<file path="src/rtl/wide_reg_pkg.sv">
`default_nettype none
// ============================================================================
// Module      : wide_reg_pkg
// Description : Shared widths, controller state encoding and helpers for the
//               wide register loader.
// Revision    : 1.0 - initial release
// ============================================================================
package wide_reg_pkg;

    localparam int c_WORD_W = 32;
    localparam int c_WORDS  = 4;
    localparam int c_WIDE_W = c_WORD_W * c_WORDS;

    // Controller states, explicitly 2 bits wide.
    typedef enum logic [1:0] {
        ST_IDLE   = 2'd0,
        ST_FILL   = 2'd1,
        ST_COMMIT = 2'd2,
        ST_DRAIN  = 2'd3
    } state_t;

    // Word index width; a single-word configuration still needs one bit.
    function automatic int idx_width(input int words);
        return (words > 1) ? $clog2(words) : 1;
    endfunction

endpackage : wide_reg_pkg
`default_nettype wire

</file>
<file path="src/rtl/wide_word_packer.sv">
`default_nettype none
// ============================================================================
// Module      : wide_word_packer
// Description : Shadow register plus word index. Packs streamed words into
//               the wide value, loads the whole value at once for readback,
//               and presents the word currently selected by the index.
// Revision    : 1.0 - initial release
// ============================================================================
module wide_word_packer
    import wide_reg_pkg::*;
#(
    parameter int WORD_W = c_WORD_W,
    parameter int WORDS  = c_WORDS,
    localparam int WIDE_W = WORD_W * WORDS
) (
    input  logic              clk,
    input  logic              rst_n,
    input  logic              clear,      // return index to word 0
    input  logic              load_word,  // write word_in at index, advance
    input  logic              step,       // advance index only
    input  logic              load_wide,  // capture wide_in, index to 0
    input  logic [WORD_W-1:0] word_in,
    input  logic [WIDE_W-1:0] wide_in,
    output logic [WIDE_W-1:0] shadow,
    output logic [WORD_W-1:0] word_out,
    output logic              last        // index points at the final word
);

    localparam int c_IDX_W = idx_width(WORDS);
    localparam logic [c_IDX_W-1:0] c_IDX_LAST = c_IDX_W'(WORDS - 1);

    logic [WIDE_W-1:0]  r_shadow;
    logic [c_IDX_W-1:0] r_idx;
    logic [c_IDX_W-1:0] w_idx_nxt;

    // Index advance wraps explicitly so non-power-of-two word counts work.
    assign w_idx_nxt = (r_idx == c_IDX_LAST) ? '0 : r_idx + 1'b1;
    assign last      = (r_idx == c_IDX_LAST);
    assign shadow    = r_shadow;
    assign word_out  = r_shadow[r_idx*WORD_W +: WORD_W];

    // Shadow and index update; whole-value load takes priority over word ops.
    always_ff @(posedge clk or negedge rst_n) begin
        if (!rst_n) begin
            r_shadow <= '0;
            r_idx    <= '0;
        end else if (load_wide) begin
            r_shadow <= wide_in;
            r_idx    <= '0;
        end else if (clear) begin
            r_idx    <= '0;
        end else if (load_word) begin
            r_shadow[r_idx*WORD_W +: WORD_W] <= word_in;
            r_idx    <= w_idx_nxt;
        end else if (step) begin
            r_idx    <= w_idx_nxt;
        end
    end

endmodule : wide_word_packer
`default_nettype wire

</file>
<file path="src/rtl/wide_reg_loader.sv">
`default_nettype none
// ============================================================================
// Module      : wide_reg_loader
// Description : Loads a wide downstream register from a narrow word stream
//               (FILL then single-cycle COMMIT) and streams the register
//               back out word by word (DRAIN). Either transfer can be
//               aborted; a commit in flight always completes.
// Revision    : 1.0 - initial release
// ============================================================================
module wide_reg_loader
    import wide_reg_pkg::*;
#(
    parameter int WORD_W = c_WORD_W,
    parameter int WORDS  = c_WORDS,
    localparam int WIDE_W = WORD_W * WORDS
) (
    input  logic              clk,
    input  logic              rst_n,
    input  logic              start,
    input  logic              rd_req,
    input  logic              abort,
    input  logic              s_valid,
    input  logic [WORD_W-1:0] s_data,
    output logic              s_ready,
    output logic              reg_en,
    output logic [WIDE_W-1:0] reg_d,
    input  logic [WIDE_W-1:0] reg_q,
    output logic              m_valid,
    output logic [WORD_W-1:0] m_data,
    input  logic              m_ready,
    output logic              busy,
    output logic              done
);

    state_t            r_state;
    state_t            w_state_nxt;
    logic              w_clear;
    logic              w_load_word;
    logic              w_step;
    logic              w_load_wide;
    logic              w_last;
    logic [WORD_W-1:0] w_word_out;
    logic [WIDE_W-1:0] w_shadow;

    wide_word_packer #(
        .WORD_W (WORD_W),
        .WORDS  (WORDS)
    ) u_packer (
        .clk       (clk),
        .rst_n     (rst_n),
        .clear     (w_clear),
        .load_word (w_load_word),
        .step      (w_step),
        .load_wide (w_load_wide),
        .word_in   (s_data),
        .wide_in   (reg_q),
        .shadow    (w_shadow),
        .word_out  (w_word_out),
        .last      (w_last)
    );

    // The downstream register always sees the shadow; only reg_en gates it.
    assign reg_d  = w_shadow;
    assign busy   = (r_state != ST_IDLE);
    assign m_data = m_valid ? w_word_out : '0;

    // State register.
    always_ff @(posedge clk or negedge rst_n) begin
        if (!rst_n) begin
            r_state <= ST_IDLE;
        end else begin
            r_state <= w_state_nxt;
        end
    end

    // Next-state and output decode; abort skips the word op so a same-cycle
    // handshake is dropped, and COMMIT never looks at abort.
    always_comb begin
        w_state_nxt = r_state;
        s_ready     = 1'b0;
        m_valid     = 1'b0;
        reg_en      = 1'b0;
        done        = 1'b0;
        w_clear     = 1'b0;
        w_load_word = 1'b0;
        w_step      = 1'b0;
        w_load_wide = 1'b0;
        unique case (r_state)
            ST_IDLE: begin
                if (start) begin
                    w_state_nxt = ST_FILL;
                    w_clear     = 1'b1;
                end else if (rd_req) begin
                    w_state_nxt = ST_DRAIN;
                    w_load_wide = 1'b1;
                end
            end
            ST_FILL: begin
                s_ready = 1'b1;
                if (abort) begin
                    w_state_nxt = ST_IDLE;
                    w_clear     = 1'b1;
                end else if (s_valid) begin
                    w_load_word = 1'b1;
                    if (w_last) begin
                        w_state_nxt = ST_COMMIT;
                    end
                end
            end
            ST_COMMIT: begin
                reg_en      = 1'b1;
                done        = 1'b1;
                w_state_nxt = ST_IDLE;
            end
            ST_DRAIN: begin
                m_valid = 1'b1;
                if (abort) begin
                    w_state_nxt = ST_IDLE;
                    w_clear     = 1'b1;
                end else if (m_ready) begin
                    w_step = 1'b1;
                    if (w_last) begin
                        w_state_nxt = ST_IDLE;
                    end
                end
            end
            default: begin
                w_state_nxt = ST_IDLE;
            end
        endcase
    end

endmodule : wide_reg_loader
`default_nettype wire

</file>
<file path="config.mk">
export PLATFORM = sky130hd
export DESIGN_NAME = wide_reg_loader
export DESIGN_NICKNAME = d
export VERILOG_FILES = /design/src/rtl/wide_reg_pkg.sv /design/src/rtl/wide_word_packer.sv /design/src/rtl/wide_reg_loader.sv
export SDC_FILE = /design/constraint.sdc
export NUM_CORES = 1
export LEC_CHECK = 0
export ABC_AREA = 0
export BUFFER_PORTS_ARGS = -buffer_cell sky130_fd_sc_hd__buf_2
export CAP_MARGIN = 20
export CORE_ASPECT_RATIO = 0.8
export CORE_MARGIN = 1.5
export CORE_UTILIZATION = 30
export CTS_CLUSTER_DIAMETER = 100
export DETAILED_ROUTE_END_ITERATION = 10
export GPL_TIMING_DRIVEN = 1
export PLACE_DENSITY = 0.56
export SYNTH_ARGS = -nofsm -noshare
export SYNTH_HDL_FRONTEND = slang
export SYNTH_SLANG_ARGS = --single-unit
</file>
<file path="constraint.sdc">
create_clock -name clk -period 3.6 [get_ports clk]
set_clock_uncertainty 0.2 [all_clocks]
set_input_delay 0.9 -clock clk [delete_from_list [all_inputs] [get_ports clk]]
set_output_delay 0.9 -clock clk [all_outputs]
set_load 0.02 [all_outputs]
</file>
# Word-level counts from Yosys, hierarchy flattened
# Index checks and enable logic that the tools add are counted.
# op_classes
n_reduce_logical	7
muxes	34
add_sub_neg	2
n_eq_ne	10
shifts	3
# ops
cell	count
2-to-1 mux 128 bit	3
bitwise mux 128 bit	1
variable shift 32 x 34 -> 128 bit (first input constant)	1
indexed part select 128 x 8 -> 32 bit	1
indexed part select 32 x 34 -> 128 bit	1
negator 7 -> 34 bit	1
2-to-1 mux 32 bit	1
2-to-1 mux 2 bit	13
2-to-1 mux 1 bit	14
inequality test 3 bit (second input constant)	3
case mux 2 bit (4 select lines)	1
equality test 2 bit (second input constant)	3
inequality test 3 x 2 -> 1 bit (second input constant)	2
AND reduction 5 bit	1
nonzero test 2 bit	2
nonzero test 4 bit	1
adder 2 x 1 -> 2 bit (second input constant)	1
equality test 2 x 1 -> 1 bit (second input constant)	1
zero test 2 bit	1
inequality test 2 bit (second input constant)	1
case mux 1 bit (2 select lines)	1
AND reduction 2 bit	1
OR reduction 2 bit	1
# totals
wordCells	59
ff_bits	132

# Longest topological paths before layout
# Gate-level depths: netlist (run 1).
# depth
word_depth	7
mapped_depth	9
depth_no_buf	6

# By module
# Synthesis (run 1) repeated with hierarchy kept, for this count alone.
# hier_totals
cells_unflattened	634
area_unflattened_um2	7335.8
# modules_own_cells
module	instances	seq_area_each_um2	cells_each	area_per_inst_um2
wide_word_packer	1	3253.1	571	6901.6
wide_reg_loader	1	50.0	63	434.2

# Worst setup path after synthesis (run 1)
# Ideal clock, no wire load.
# synth_path
kind	reg-to-output
from	register u_packer.r_idx[0]
to	output m_data[10]
required_ps	2500
slack_ps	950
path_buffers	2
stages_incl_launch_ff	5
arrival_time_ps	1550
cell_sequence	dfrtp_1 -> buf_4 -> buf_4 -> mux4_2 -> nor2b_1
# synth_between
elab_chain_len	2
# synth_rtl
element	line	source
start: declaration	wide_word_packer.sv:33	logic [c_IDX_W-1:0] r_idx;
start signal: assignment	wide_word_packer.sv:54	r_idx <= w_idx_nxt;
start signal: assignment	wide_word_packer.sv:56	r_idx <= w_idx_nxt;
indexed part select 128 x 8 -> 32 bit	wide_word_packer.sv:40	assign word_out = r_shadow[r_idx*WORD_W +: WORD_W];
2-to-1 mux 32 bit	wide_reg_loader.sv:65	assign m_data = m_valid ? w_word_out : '0;
end: declaration	wide_reg_loader.sv:29	output logic [WORD_W-1:0] m_data,
# Every way passes these cells.

# Worst setup path in the final report (run 1)
# layout_path
from	register u_packer.r_idx[0]
to	output m_data[5]
# Same word-level chain as after synthesis.

==> impl_metrics.prom, run 1 <==
# TYPE chip_impl_metric gauge
chip_impl_metric{name="chipWidth",unit="um"} 174
chip_impl_metric{name="finalHoldViolCount",unit=""} 0
chip_impl_metric{name="critPathMaxFanout",unit=""} 18
chip_impl_metric{name="clock-sinks",unit=""} 132
chip_impl_metric{name="postRouteWirelength",unit="um"} 26400
chip_impl_info{name="timing.critical_path.to_type",value="output port"} 1
chip_impl_metric{name="design.portCount",unit=""} 332
chip_impl_metric{name="cts_post_setup_buffers_inserted",unit=""} 0
chip_impl_metric{name="crit_arrival",unit="ns"} 2.24
chip_impl_metric{name="number_of_h_tree_branching_levels",unit=""} 4
chip_impl_metric{name="viasPerCell",unit=""} 5.12
chip_impl_metric{name="worst_skew_pair.late_latency",unit="ns"} 0.42
chip_impl_metric{name="placeableCoreArea",unit="um^2"} 22700
chip_impl_metric{name="yosys_register_bits",unit=""} 132
chip_impl_metric{name="share_of_final_layout_standard_cells_stronger_than_drive_strength_1",unit="%"} 42.8
chip_impl_info{name="layout_commonest_cell",value="sky130_fd_sc_hd__buf_2"} 1
chip_impl_metric{name="clk_pin_slew_worst_paths",unit="ns"} 0.07
chip_impl_metric{name="placement_rows",unit=""} 49
chip_impl_metric{name="grt_max_degree",unit=""} 66
chip_impl_metric{name="post_cts_resize_count",unit=""} 0
chip_impl_metric{name="cts_max_path_buffers",unit=""} 2
chip_impl_metric{name="number_of_global_route_vias_before_repair",unit=""} 6707
chip_impl_metric{name="yosys.area.top_type_share",unit="%"} 46.9
chip_impl_metric{name="area_growth_syn_to_layout",unit="%"} 37.0
chip_impl_metric{name="final_critical_path_time_including_i_o_delays_and_setup",unit="ns"} 3.34
chip_impl_metric{name="detailedRoute.firstPassIterationCount",unit=""} 5
chip_impl_metric{name="power.static_leakage",unit="nW"} 4.52
chip_impl_metric{name="die_height",unit="um"} 140
chip_impl_metric{name="detailedRoute.firstIterationViolations",unit=""} 379
chip_impl_metric{name="syn-instance-count",unit=""} 691
chip_impl_metric{name="synthesis.nets",unit=""} 863
chip_impl_info{name="ys.flop_type",value="sky130_fd_sc_hd__dfrtp_1"} 1
chip_impl_metric{name="synth_cell_type_count",unit=""} 32
chip_impl_metric{name="synth.yosys.warnings",unit=""} 0
chip_impl_metric{name="tns",unit="ns"} 0
chip_impl_info{name="critPathLaunchType",value="register"} 1
chip_impl_metric{name="worstMarginPinSlew",unit="ns"} 1.11
chip_impl_metric{name="share_of_synthesized_area_occupied_by_flip_flops_and_latches",unit="%"} 46.9
chip_impl_metric{name="power.density_cell_area",unit="nW/um^2"} 788
chip_impl_metric{name="port-buffer-count",unit=""} 331
chip_impl_info{name="outcome",value="complete, no violations"} 1
chip_impl_metric{name="antenna_found_initial",unit=""} 1
chip_impl_metric{name="num-nets-final",unit=""} 1170
chip_impl_metric{name="synth_edf_count",unit=""} 0
chip_impl_metric{name="detail_route.drc_violations",unit=""} 0
chip_impl_metric{name="gp_routability_congestion",unit=""} 0.809
chip_impl_metric{name="detailroute.via_count",unit=""} 6747
chip_impl_metric{name="synthesis.area",unit="um^2"} 7050
chip_impl_metric{name="cts_inserted_buffers",unit=""} 17
chip_impl_metric{name="post_cts_hold_buffer_count",unit=""} 0
chip_impl_info{name="synth_area_leaders",value="sky130_fd_sc_hd__dfrtp_1 47%, sky130_fd_sc_hd__a22oi_1 13%, sky130_fd_sc_hd__mux4_2 10%"} 1
chip_impl_metric{name="detailedPlacementHpwl",unit="um"} 18800
chip_impl_metric{name="drv_cap",unit=""} 0
chip_impl_metric{name="p_total",unit="mW"} 7.61
chip_impl_info{name="rsz_0062_raised_after_global_routing",value="no"} 1
chip_impl_metric{name="worst-endpoint-required",unit="ns"} 2.50
chip_impl_metric{name="timing.final.setup_violations",unit=""} 0
chip_impl_info{name="synth_largest_area_cell",value="sky130_fd_sc_hd__dfrtp_1"} 1
chip_impl_metric{name="post_drt_wl_per_cell",unit="um"} 20.0
chip_impl_metric{name="fmax",unit="MHz"} 300
chip_impl_metric{name="postSynth.asyncResetShare",unit="%"} 100
chip_impl_metric{name="grt.overflow.total",unit=""} 0
chip_impl_metric{name="drtAntennaViolNets",unit=""} 0
chip_impl_metric{name="timing.final.crit_share",unit="%"} 92.7
chip_impl_metric{name="die_area",unit="um^2"} 24400
chip_impl_info{name="clock_tree.root_cell",value="sky130_fd_sc_hd__clkbuf_16"} 1
chip_impl_metric{name="global_route_wire_length_before_repair",unit="um"} 40200
chip_impl_metric{name="initial_utilization",unit="%"} 31.0
chip_impl_metric{name="vdd_ir_drop_max",unit="mV"} 0.456
chip_impl_metric{name="grtUsageTotal",unit="%"} 21.6
chip_impl_info{name="worstSetupPathType",value="register to output port"} 1
chip_impl_info{name="tritoncts",value="built"} 1
chip_impl_info{name="final_cell_mix",value="330 x sky130_fd_sc_hd__buf_2, 135 x sky130_fd_sc_hd__nand2_1, 130 x sky130_fd_sc_hd__dfrtp_1, 124 x sky130_fd_sc_hd__a22oi_1, 121 x sky130_fd_sc_hd__o21ai_1"} 1
chip_impl_metric{name="maxSlewViolCount",unit=""} 0
chip_impl_metric{name="relSlewSlack",unit="%"} 25.8
chip_impl_metric{name="hold-worst-slack",unit="ns"} 0.263
chip_impl_info{name="holdCritPathClass",value="input port to async pin"} 1
chip_impl_metric{name="synth_area_per_cell",unit="um^2"} 10.2
==> area by class of cell <==
type | instances | area (um^2)
Antenna cell | 1 | 2.50
Clock buffer | 18 | 429
Clock inverter | 14 | 201
Fill cell | 2280 | 13100
Inverter | 3 | 11.3
Multi-Input combinational cell | 490 | 3410
Sequential cell | 132 | 3310
Tap cell | 306 | 383
Timing Repair Buffer | 354 | 1910
==> registers in the layout, indices dropped and copies added (netlist names) <==
register	count
u_packer.r_idx	2
r_state	2
u_packer.shadow	128
==> report_power, final <==
| group | switching [mW] | internal, mW |
|---|---|---|
| Sequential | 0.416 | 1.91 |
| Clock | 0.698 | 1.17 |
| Combinational | 2.09 | 1.33 |
| Total | 3.20 | 4.41 |
==> critical path, cell delays in order (launching register included) <==
cell and delay, ns:
sky130_fd_sc_hd__dfrtp_2 0.50, sky130_fd_sc_hd__buf_4 0.42, sky130_fd_sc_hd__mux4_2 0.55, sky130_fd_sc_hd__nor2b_1 0.17, sky130_fd_sc_hd__buf_2 0.17
==> final timing paths <==
check / slack [ns] / cells after the start / startpoint / end
min in group clk: 0.31 / 2 / u_packer.shadow[13] / u_packer.shadow[13]
min reg2reg: 0.31 / 2 / u_packer.shadow[13] / u_packer.shadow[13]
min: 0.26 / 1 / rst_n / u_packer.shadow[100]
max: 0.26 / 4 / u_packer.r_idx[0] / m_data[5]
max in group asynchronous: 2.21 / 2 / rst_n / u_packer.shadow[52]
max reg2reg: 0.66 / 7 / u_packer.r_idx[0] / u_packer.shadow[60]
==> per-layer routing <==
| layer | track usage [%] | share of wire [%] | vias to the layer above |
|---|---|---|---|
| met1 | 28.9 | 44 | 3238 |
| met5 | 0 | 0 | - |
| met3 | 5.78 | 7.6 | 30 |
| met2 | 34.3 | 47 | 319 |
| met4 | 6.72 | 1.4 | 0 |
| li1 | - | - | 3160 |
==> per-stage QoR <==
stage	util, %	cell area [um^2]	instances	worst slack [ns]
after global routing	42.4	9650	1317	0.142
after detailed placement	39.6	9000	1284	0.312
final	42.4	9650	1318	0.262
after floorplan	-	7050	691	0.950
after global placement	39.5	8980	1283	0.336
after CTS	42.4	9630	1316	0.204
==> synthesized netlist by cell type (4+ instances only) <==
library cell / count
sky130_fd_sc_hd__buf_6: 8
sky130_fd_sc_hd__nor2b_1: 35
sky130_fd_sc_hd__nor2_1: 5
sky130_fd_sc_hd__mux4_2: 32
sky130_fd_sc_hd__buf_4: 15
sky130_fd_sc_hd__buf_2: 16
sky130_fd_sc_hd__ha_1: 5
sky130_fd_sc_hd__o21ai_1: 121
sky130_fd_sc_hd__nand2_1: 135
sky130_fd_sc_hd__a22oi_1: 124
sky130_fd_sc_hd__clkbuf_1: 27
sky130_fd_sc_hd__dfrtp_1: 132
sky130_fd_sc_hd__a21oi_2: 4
==> cells by family (layout without fill, tap and decap cells) <==
logic type | after synthesis | in the layout | share of synthesized area (%)
other | 0 | 1 | 0
AOI/OAI and AO/OA | 262 | 262 | 23.5
DFF | 132 | 132 | 46.9
muxes | 35 | 35 | 10.7
adders and majority gates | 5 | 5 | 0.888
buffers and inverters | 69 | 389 | 5.61
and+or+nand+nor | 188 | 188 | 12.4
No activity file was read; power rests on OpenSTA's default activity.
==> run 2: changes to the inputs <==
==> constraint.sdc (replaced) <==
create_clock -name clk -period 3.88 [get_ports clk]
set_clock_uncertainty 0.2 [all_clocks]
set_input_delay 0.97 -clock clk [delete_from_list [all_inputs] [get_ports clk]]
set_output_delay 0.97 -clock clk [all_outputs]
set_load 0.02 [all_outputs]
==> run 2 against run 1 <==
Critical path depth stayed put. Critical path type unchanged. Worst setup slack lost 0.042 ns. Global-route usage about the same. First-iteration DRC count rose by 19%. Total power down 9.2%. Hold slack better by 0.044 ns. Utilization is 0.29 points lower. Combinational power is 9.7% lower. Non-clock buffer count decreased by 2. Count of clock-buffer cells in the layout grew 3. Clock power shrank 13%. Final area is 0.69% lower.
==> impl_metrics.prom, run 2 (same netlist as run 1, synthesis figures left out) <==
# TYPE chip_impl_metric gauge
chip_impl_metric{name="r2r_cells",unit=""} 6
chip_impl_info{name="final_cell_mix",value="330 x sky130_fd_sc_hd__buf_2, 135 x sky130_fd_sc_hd__nand2_1, 130 x sky130_fd_sc_hd__dfrtp_1, 124 x sky130_fd_sc_hd__a22oi_1, 121 x sky130_fd_sc_hd__o21ai_1"} 1
chip_impl_info{name="rsz_0062_raised_after_global_routing",value="no"} 1
chip_impl_metric{name="design_internal_power",unit="mW"} 3.98
chip_impl_metric{name="clock_group_share_of_total_power",unit="%"} 23.5
chip_impl_metric{name="layoutNonFillerInstCount",unit=""} 1317
chip_impl_metric{name="netSwitchingFraction",unit="%"} 42.4
chip_impl_info{name="worstSetupPathType",value="register to output port"} 1
chip_impl_metric{name="detail_route.drc_violations",unit=""} 0
chip_impl_metric{name="global_route_wire_length_before_repair",unit="um"} 40400
chip_impl_metric{name="critPathMaxFanout",unit=""} 20
chip_impl_metric{name="viasPerCell",unit=""} 5.11
chip_impl_metric{name="p_total",unit="mW"} 6.91
chip_impl_metric{name="cts_max_path_buffers",unit=""} 2
chip_impl_metric{name="drtAntennaViolNets",unit=""} 0
chip_impl_metric{name="num-nets-final",unit=""} 1168
chip_impl_metric{name="relSlewSlack",unit="%"} 33.1
chip_impl_metric{name="worst_skew_pair.late_latency",unit="ns"} 0.41
chip_impl_metric{name="gp_routability_congestion",unit=""} 0.841
chip_impl_metric{name="worst-endpoint-required",unit="ns"} 2.71
chip_impl_metric{name="die_area",unit="um^2"} 24400
chip_impl_metric{name="detailedPlacementHpwl",unit="um"} 19300
chip_impl_metric{name="post_cts_hold_buffer_count",unit=""} 0
chip_impl_metric{name="post_drt_wl_per_cell",unit="um"} 20.1
chip_impl_metric{name="postRouteWirelength",unit="um"} 26500
chip_impl_metric{name="timing.final.crit_share",unit="%"} 94.3
chip_impl_metric{name="power.density_cell_area",unit="nW/um^2"} 721
chip_impl_metric{name="clk_pin_slew_worst_paths",unit="ns"} 0.06
chip_impl_metric{name="power.static_leakage",unit="nW"} 4.50
chip_impl_metric{name="number_of_global_route_vias_before_repair",unit=""} 6715
chip_impl_metric{name="grt_max_degree",unit=""} 86
chip_impl_metric{name="number_of_h_tree_branching_levels",unit=""} 4
chip_impl_metric{name="cp_num_buf_inv",unit=""} 2
chip_impl_info{name="r2r-end",value="u_packer.shadow[69]"} 1
chip_impl_info{name="regToRegStartpoint",value="u_packer.r_idx[0]"} 1
chip_impl_metric{name="crit_arrival",unit="ns"} 2.49
chip_impl_metric{name="setup_slack_of_the_most_critical_reg_to_reg_path",unit="ns"} 0.61
chip_impl_metric{name="vdd_ir_drop_max",unit="mV"} 0.310
chip_impl_metric{name="critical_path_max_stage_delay",unit="ns"} 0.83
chip_impl_metric{name="design.portCount",unit=""} 332
chip_impl_metric{name="maxSlewViolCount",unit=""} 0
chip_impl_info{name="timing.critical_path.to_type",value="output port"} 1
chip_impl_info{name="timing.critical_path.cells",value="buf_4 > mux4_2 > nor2b_1 > buf_2"} 1
chip_impl_metric{name="cts_post_setup_buffers_inserted",unit=""} 0
chip_impl_metric{name="drv_cap",unit=""} 0
chip_impl_metric{name="path_depth",unit=""} 4
chip_impl_info{name="clock_tree.root_cell",value="sky130_fd_sc_hd__clkbuf_16"} 1
chip_impl_info{name="holdCritPathClass",value="register to register"} 1
chip_impl_metric{name="post_cts_resize_count",unit=""} 0
chip_impl_metric{name="initial_utilization",unit="%"} 31.0
chip_impl_metric{name="cts_inserted_buffers",unit=""} 17
chip_impl_metric{name="final_critical_path_time_including_i_o_delays_and_setup",unit="ns"} 3.66
chip_impl_metric{name="net_sw_power",unit="mW"} 2.93
chip_impl_info{name="crit_start",value="u_packer.r_idx[0]"} 1
chip_impl_metric{name="placeableCoreArea",unit="um^2"} 22700
chip_impl_metric{name="grt.overflow.total",unit=""} 0
chip_impl_metric{name="flip_flop_count_of_the_largest_register_all_copies_and_words_added",unit=""} 128
chip_impl_metric{name="port-buffer-count",unit=""} 331
chip_impl_info{name="critPathLaunchType",value="register"} 1
chip_impl_metric{name="combinational_group_share_of_total_power",unit="%"} 44.6
chip_impl_metric{name="fmax",unit="MHz"} 273
chip_impl_info{name="crit_end",value="m_data[8]"} 1
chip_impl_info{name="crit_slowest_cell",value="sky130_fd_sc_hd__dfrtp_2"} 1
chip_impl_metric{name="filler_cell_count",unit=""} 2290
chip_impl_info{name="timing.critical_path.max_delay_family",value="flip-flops"} 1
chip_impl_metric{name="detailroute.via_count",unit=""} 6732
chip_impl_metric{name="tns",unit="ns"} 0
chip_impl_info{name="layout_commonest_cell",value="sky130_fd_sc_hd__buf_2"} 1
chip_impl_metric{name="finalHoldViolCount",unit=""} 0
chip_impl_metric{name="detailedRoute.firstIterationViolations",unit=""} 452
chip_impl_metric{name="area_growth_syn_to_layout",unit="%"} 36.0
chip_impl_metric{name="worstMarginPinSlew",unit="ns"} 1.00
chip_impl_metric{name="clock-sinks",unit=""} 132
chip_impl_metric{name="grtUsageTotal",unit="%"} 21.7
chip_impl_metric{name="fin_util",unit="%"} 42.1
chip_impl_metric{name="detailedRoute.firstPassIterationCount",unit=""} 5
chip_impl_metric{name="power.share.sequential",unit="%"} 31.8
chip_impl_info{name="outcome",value="complete, no violations"} 1
chip_impl_metric{name="placement_rows",unit=""} 49
chip_impl_metric{name="timing.final.setup_violations",unit=""} 0
chip_impl_metric{name="die_height",unit="um"} 140
chip_impl_metric{name="chipWidth",unit="um"} 174
chip_impl_metric{name="antenna_found_initial",unit=""} 3
chip_impl_metric{name="inst_count_dp",unit=""} 1283
chip_impl_metric{name="share_of_final_layout_standard_cells_stronger_than_drive_strength_1",unit="%"} 42.7
chip_impl_info{name="tritoncts",value="built"} 1
==> run 2: changes by cell type in the layout (fill, tap and decap cells not counted) <==
cell and delta:
sky130_fd_sc_hd__buf_12 -1, sky130_fd_sc_hd__buf_8 -1, sky130_fd_sc_hd__clkbuf_8 +3, sky130_fd_sc_hd__clkinv_4 +1, sky130_fd_sc_hd__clkinvlp_4 -1, sky130_fd_sc_hd__inv_6 -3
sky130_fd_sc_hd__clkinv_2 +2, sky130_fd_sc_hd__bufinv_16 -2, sky130_fd_sc_hd__diode_2 +1
==> run 2: worst register-to-register path, cell delays in order (launching register included) <==
cell	delay (ns)
sky130_fd_sc_hd__dfrtp_2	0.83
sky130_fd_sc_hd__inv_1	0.20
sky130_fd_sc_hd__ha_1	0.40
sky130_fd_sc_hd__nor4_4	0.84
sky130_fd_sc_hd__buf_4	0.43
sky130_fd_sc_hd__a22oi_1	0.14
sky130_fd_sc_hd__o21ai_1	0.15
==> run 2: worst min path at each step <==
stage / from / to / slack (ns) / depth (start not counted)
6_report: u_packer.shadow[24] / u_packer.shadow[24] / 0.31 / 2
5_1_grt: u_packer.shadow[104] / u_packer.shadow[104] / 0.33 / 2
4_1_cts: u_packer.shadow[117] / u_packer.shadow[117] / 0.31 / 2
3_5_place_dp: u_packer.shadow[2] / u_packer.shadow[2] / 0.30 / 2
3_3_place_gp: u_packer.shadow[65] / u_packer.shadow[65] / 0.29 / 2
2_1_floorplan: r_state[0] / u_packer.r_idx[0] / 0.38 / 2
==> run 2: area by class of cell <==
cell class / instances / area [um^2] / area share [%]
sequential: 132 / 3310 / 34.5
multi-input combinational: 490 / 3410 / 35.6
inverter: 3 / 11.3 / 0.117
clock buffer: 21 / 470 / 4.91
antenna: 2 / 5.00 / 0.0522
clock inverter: 11 / 126 / 1.32
tap: 306 / 383 / 3.99
timing repair buffer: 352 / 1870 / 19.5
==> run 2: per-layer routing <==
layer / GRT usage, % / part of all wire [%] / up-vias
met5: 0 / 0.049 / -
met3: 5.46 / 7.0 / 22
met2: 35.2 / 47 / 310
met1: 29.0 / 45 / 3245
li1: - / - / 3153
met4: 5.22 / 1.2 / 2
==> run 2: per-stage QoR <==
stage,cell area [um^2],worst slack [ns],hold WS (ns)
2_1_floorplan,7050,1.16,0.379
3_3_place_gp,8980,0.619,0.285
3_5_place_dp,8980,0.532,0.296
4_1_cts,9580,0.159,0.310
5_1_grt,9580,0.0794,0.335
6_report,9580,0.220,0.307
==> run 2: power by group through the flow <==
stage | Clock (mW) | Combinational [mW] | Sequential (mW)
2_1_floorplan | 0 | 1.66 | 2.50
3_3_place_gp | 0 | 3.09 | 2.22
3_5_place_dp | 0 | 3.12 | 2.22
4_1_cts | 1.67 | 3.12 | 2.21
5_1_grt | 1.73 | 3.34 | 2.26
6_report | 1.63 | 3.08 | 2.20
